==> src/rtl/counter_ctrl_pkg.sv <==
// counter_ctrl shared types and defaults.
// State encoding and default sizing for the counter sequencer.
package counter_ctrl_pkg;

  typedef enum logic [1:0] {
    IDLE,
    LOAD,
    RUN,
    DONE
  } ctrl_state_t;

  localparam int DEF_DATA_WIDTH     = 8;
  localparam int DEF_TIMEOUT_CYCLES = 300;

endpackage

==> src/rtl/counter_ctrl_wdog.sv <==
// counter_ctrl_wdog: RUN-state cycle watchdog.
// Used only when COUNTER_CTRL_TIMEOUT_EN is defined.
module counter_ctrl_wdog #(
  parameter int LIMIT = 300
) (
  input  logic clk,
  input  logic rst,
  input  logic clr,
  input  logic inc,
  output logic expired
);

  localparam int CW = $clog2(LIMIT + 1);

  logic [CW-1:0] cnt;

  // expired marks the LIMIT-th counted cycle
  assign expired = (cnt == CW'(LIMIT - 1));

  // cycle count, cleared per operation, holds once expired
  always_ff @(posedge clk or negedge rst) begin
    if (!rst) begin
      cnt <= '0;
    end else if (clr) begin
      cnt <= '0;
    end else if (inc && !expired) begin
      cnt <= cnt + CW'(1);
    end
  end

endmodule

==> src/rtl/counter_ctrl.sv <==
// counter_ctrl: preloads an up-counter and runs it to a target.
// Optional RUN timeout: define COUNTER_CTRL_TIMEOUT_EN.
module counter_ctrl
  import counter_ctrl_pkg::*;
#(
  parameter int DATA_WIDTH     = DEF_DATA_WIDTH,
  parameter int TIMEOUT_CYCLES = DEF_TIMEOUT_CYCLES
) (
  input  logic                  clk,
  input  logic                  rst,
  input  logic                  cmd_valid,
  output logic                  cmd_ready,
  input  logic [DATA_WIDTH-1:0] cmd_start,
  input  logic [DATA_WIDTH-1:0] cmd_target,
  input  logic                  abort,
  input  logic [DATA_WIDTH-1:0] count_in,
  output logic                  ld,
  output logic                  en,
  output logic [DATA_WIDTH-1:0] datain,
  output logic                  busy,
  output logic                  done,
  output logic                  err
);

  ctrl_state_t           state;
  logic [DATA_WIDTH-1:0] start_q;
  logic [DATA_WIDTH-1:0] target_q;
  logic                  match;
  logic                  tmo;

  assign match     = (count_in == target_q);
  assign cmd_ready = (state == IDLE);
  assign datain    = start_q;

  // enable stops in the matching cycle so the counter halts on target
  assign en = (state == RUN) && !match && !abort;

`ifdef COUNTER_CTRL_TIMEOUT_EN
  counter_ctrl_wdog #(
    .LIMIT(TIMEOUT_CYCLES)
  ) u_wdog (
    .clk    (clk),
    .rst    (rst),
    .clr    (state == LOAD),
    .inc    (state == RUN),
    .expired(tmo)
  );
`else
  logic unused_tmo;
  assign unused_tmo = ^TIMEOUT_CYCLES;
  assign tmo        = 1'b0;
`endif

  // sequencer FSM with registered strobes
  always_ff @(posedge clk or negedge rst) begin
    if (!rst) begin
      state    <= IDLE;
      ld       <= 1'b0;
      busy     <= 1'b0;
      done     <= 1'b0;
      err      <= 1'b0;
      start_q  <= '0;
      target_q <= '0;
    end else begin
      ld   <= 1'b0;
      done <= 1'b0;
      err  <= 1'b0;
      unique case (state)
        IDLE: begin
          if (cmd_valid) begin
            start_q  <= cmd_start;
            target_q <= cmd_target;
            ld       <= 1'b1;
            busy     <= 1'b1;
            state    <= LOAD;
          end
        end
        LOAD: begin
          if (abort) begin
            busy  <= 1'b0;
            state <= IDLE;
          end else begin
            state <= RUN;
          end
        end
        RUN: begin
          if (abort) begin
            busy  <= 1'b0;
            state <= IDLE;
          end else if (match) begin
            done  <= 1'b1;
            state <= DONE;
          end else if (tmo) begin
            err   <= 1'b1;
            busy  <= 1'b0;
            state <= IDLE;
          end
        end
        DONE: begin
          busy  <= 1'b0;
          state <= IDLE;
        end
      endcase
    end
  end

endmodule

==> config.mk <==
export PLATFORM = sky130hd
export DESIGN_NAME = counter_ctrl
export DESIGN_NICKNAME = d
export VERILOG_FILES = /design/src/rtl/counter_ctrl_pkg.sv /design/src/rtl/counter_ctrl_wdog.sv /design/src/rtl/counter_ctrl.sv
export SDC_FILE = /design/constraint.sdc
export NUM_CORES = 1
export LEC_CHECK = 0
export CORE_MARGIN = 3
export CORE_UTILIZATION = 27
export DETAILED_ROUTE_END_ITERATION = 16
export PLACE_DENSITY_LB_ADDON = 0.05
export SETUP_SLACK_MARGIN = 0.05
export SLEW_MARGIN = 20
export SYNTH_ARGS = -nofsm -noshare
export SYNTH_HDL_FRONTEND = slang
export SYNTH_SLANG_ARGS = --single-unit
==> constraint.sdc <==
create_clock -name clk -period 1.5 [get_ports clk]
set_input_delay 0.225 -clock clk [delete_from_list [all_inputs] [get_ports clk]]
set_output_delay 0.225 -clock clk [all_outputs]
set_load 0.01 [all_outputs]
==> results of run 1 <==
cells in the mapped netlist (all sizes together):
cell type | n | area share (%)
a21oi | 2 | 1.4
inv | 4 | 1.5
xor2 | 8 | 7.1
or2 | 1 | 0.63
a211o | 1 | 1.0
conb | 1 | 0.38
ha | 4 | 5.1
nor4 | 2 | 2.5
nor2 | 2 | 0.76
o22ai | 1 | 0.63
dfrtp | 21 | 53
nand2b | 2 | 1.3
mux2 | 17 | 19
nand2 | 3 | 1.1
o211ai | 2 | 2.0
o21ai | 1 | 0.51
buf | 2 | 1.3
layer usage:
layer	track usage [%]	routed length, um	vias to the layer above
met5	0	0	-
met1	10.7	900	356
li1	-	-	356
met3	4.42	111	2
met2	19.8	1130	19
met4	2.28	19	0
final timing paths:
path | cells after the start | end | slack [ps] | from
worst max-delay path | 4 | en | -210 | target_q[4]
worst min-delay path | 2 | target_q[0] | 250 | rst
worst max register to register | 5 | state[1] | 90 | target_q[4]
worst min register to register | 1 | datain[1] | 520 | datain[1]
max in group asynchronous | 2 | datain[4] | 1030 | rst
min in group clk | 2 | target_q[1] | 520 | cmd_target[1]
power groups by stage:
stage | Clock (mW) | Sequential (mW) | Combinational (mW)
detailed placement | 0 | 0.994 | 1.36
floorplan | 0 | 1.04 | 0.664
finish | 0.290 | 0.975 | 1.38
CTS | 0.313 | 0.978 | 1.30
global placement | 0 | 0.979 | 1.35
global route | 0.340 | 1.02 | 1.50
area by class of cell:
type,count,area share (%)
multi-input combinational,47,29.1
tap,46,3.61
timing repair buffer,52,31.4
clock inverter,1,0.471
sequential,21,33.0
clock buffer,3,1.41
inverter,4,0.943
cells by family after synthesis:
logic type                 Yosys count  synth area share, %
AOI/OAI and AO/OA                    7                 5.58
other                                1                0.380
muxes                               17                 19.4
adders and majority gates            4                 5.08
and+or+nand+nor                     10                 6.35
buffers and inverters                6                 2.79
xor gates and xnor gates             8                 7.11
DFF                                 21                 53.3
state kept, by name, indices dropped and copies added, names as in the netlist:
signal    cells
busy          1
target_q      8
datain        8
ld            1
done          1
state         2
stage by stage:
stage / power, mW / worst slack [ps] / setup TNS [ps] / instances
finish: 2.64 / -210 / -210 / 174
global placement: 2.33 / -487 / -831 / 169
floorplan: 1.70 / 105 / 0 / 74
CTS: 2.59 / -254 / -254 / 173
global route: 2.85 / -293 / -293 / 174
detailed placement: 2.36 / -485 / -854 / 169
what timing repair did:
action	CTS	global route
pin swaps	4	7
buffers inserted	0	1
resized for setup	20	8
endpoints found under the setup margin	28	23
critical path: cells and delay by family (launching register included):
| family | cells | cell delay (ps) |
|---|---|---|
| flip-flops | 1 | 410 |
| AND/OR/NAND/NOR | 1 | 340 |
| XOR/XNOR | 1 | 180 |
| buffers and inverters | 1 | 150 |
| AO/OA/AOI/OAI | 1 | 100 |
==> results.py, run 1 <==
metrics = {
    "sta": {
        "max_freq_ghz": 0.585,
        "post-route-period-util_pct": 114,
        "finalHoldViolCount": 0,
        "timing.hold.ws_ps": 252,
        "setup_violations": 1,
        "layout_min_cycle_time_ps": 1710,
        "skew_ps": 0.821,
        "slew_violations": 0,
        "layout_setup_ws_ps": -210,
        "rsz0062_at_grt": "true",
    },
    "floorplanning": {
        "fp.dieW_um": 66.4,
        "die_h_um": 66.4,
        "dieArea_sq_mm": 0.00441,
        "num_rows": 21,
        "core_sq_mm": 0.00342,
        "start_util_pct": 28.9,
        "io_pins": 42,
    },
    "synth": {
        "synth_cells": 74,
        "ys_seq_elements": 21,
        "synth_warnings": 0,
        "avgSynthCellArea_sq_um": 13.3,
        "synth.distinct_cells": 20,
        "synth_nets": 106,
        "seq_area_frac_synth_pct": 53.3,
        "synth_area_sq_um": 986,
    },
    "critical_path": {
        "worstSetupPathType": "flip-flop to output pin",
        "crit_fanout": 2,
        "crit_slowest_cell": "dfrtp_1",
        "critical_path_arrival_ps": 1490,
        "worstSetupEndpointType": "output pin",
        "critPathMaxStageDelay_ps": 410,
        "crit_path_start_kind": "flip-flop",
        "path_cells": "xor2_1, nor4_2, a21oi_2, buf_2",
        "cp.required_ps": 1270,
    },
    "place": {
        "io_buffers": 40,
        "hpwl_um": 1620,
        "place_area_sq_mm": 0.00153,
        "gp_congestion": 0.675,
    },
    "clocking": {
        "cts_root_buf": "clkbuf_4",
        "clock_latency_ps": 310,
        "clock-sinks": 21,
        "htreeDepth": 1,
        "clk_path_buf_depth": 2,
        "cts_hold_buf": 0,
        "cts_tree": "yes",
        "numCtsBuffers": 3,
        "cts.reportedPaths.clkPinSlew_ps": 130,
    },
    "finish": {
        "final_common_cell": "clkdlybuf4s50_1",
        "syn_to_final_growth_pct": 61.5,
        "utilization_pct": 46.6,
        "num_antenna_cells": 0,
        "fin_nets": 161,
        "seqCellArea_sq_um": 526,
        "stdcell_area_sq_mm": 0.00159,
        "final_layout_size_suffix_gt1_share_pct": 35.2,
        "mostFrequentLayoutCells": "clkdlybuf4s50_1, dfrtp_1, mux2_2",
        "fillers": 343,
        "multi_input_area_sq_um": 464,
    },
    "detailed_routing": {
        "routedWlPerCell_um": 12.4,
        "detail-route-antenna-nets": 0,
        "first_iter_violations": 18,
        "num_vias": 733,
        "drc": 0,
        "drt_first_pass_iters": 4,
        "routed_wl_um": 2160,
        "vias_per_cell": 4.21,
    },
    "power": {
        "ir_drop_mv": 0.829,
        "p_sw_share_pct": 33.8,
        "p_sw_mw": 0.894,
        "leakagePower_nw": 0.739,
        "p_seq_share_pct": 36.9,
        "power_density_mw_per_mm2": 1660,
        "intPower_mw": 1.75,
        "pwr-share-comb_pct": 52.1,
        "pwr-share-clk_pct": 11.0,
    },
    "hold_path": {
        "hold_path_class": "input pin to async pin",
    },
    "global_routing": {
        "grt_pass1_wl_um": 3410,
        "track_usage_pct": 10.6,
        "overflow": 0,
        "grt_max_degree": 22,
        "first_global_vias": 783,
        "antenna_found_initial": 0,
    },
    "outcome": {
        "violations": "negative setup slack",
        "outcome": "finished with violations",
    },
    "job": {
        "drv_cap": 0,
    },
}
Note: power is estimated with default switching activity, not from simulation.
==> run 2, diff against run 1 <==
--- a/config.mk
+++ b/config.mk
@@ -7,6 +7,7 @@
 export LEC_CHECK = 0
 export CORE_MARGIN = 3
 export CORE_UTILIZATION = 27
+export CTS_CLUSTER_SIZE = 8
 export DETAILED_ROUTE_END_ITERATION = 16
 export PLACE_DENSITY_LB_ADDON = 0.05
 export SETUP_SLACK_MARGIN = 0.05
==> results of run 2 <==
No change in the layout: final DEF, timing and power equal those of run 1.
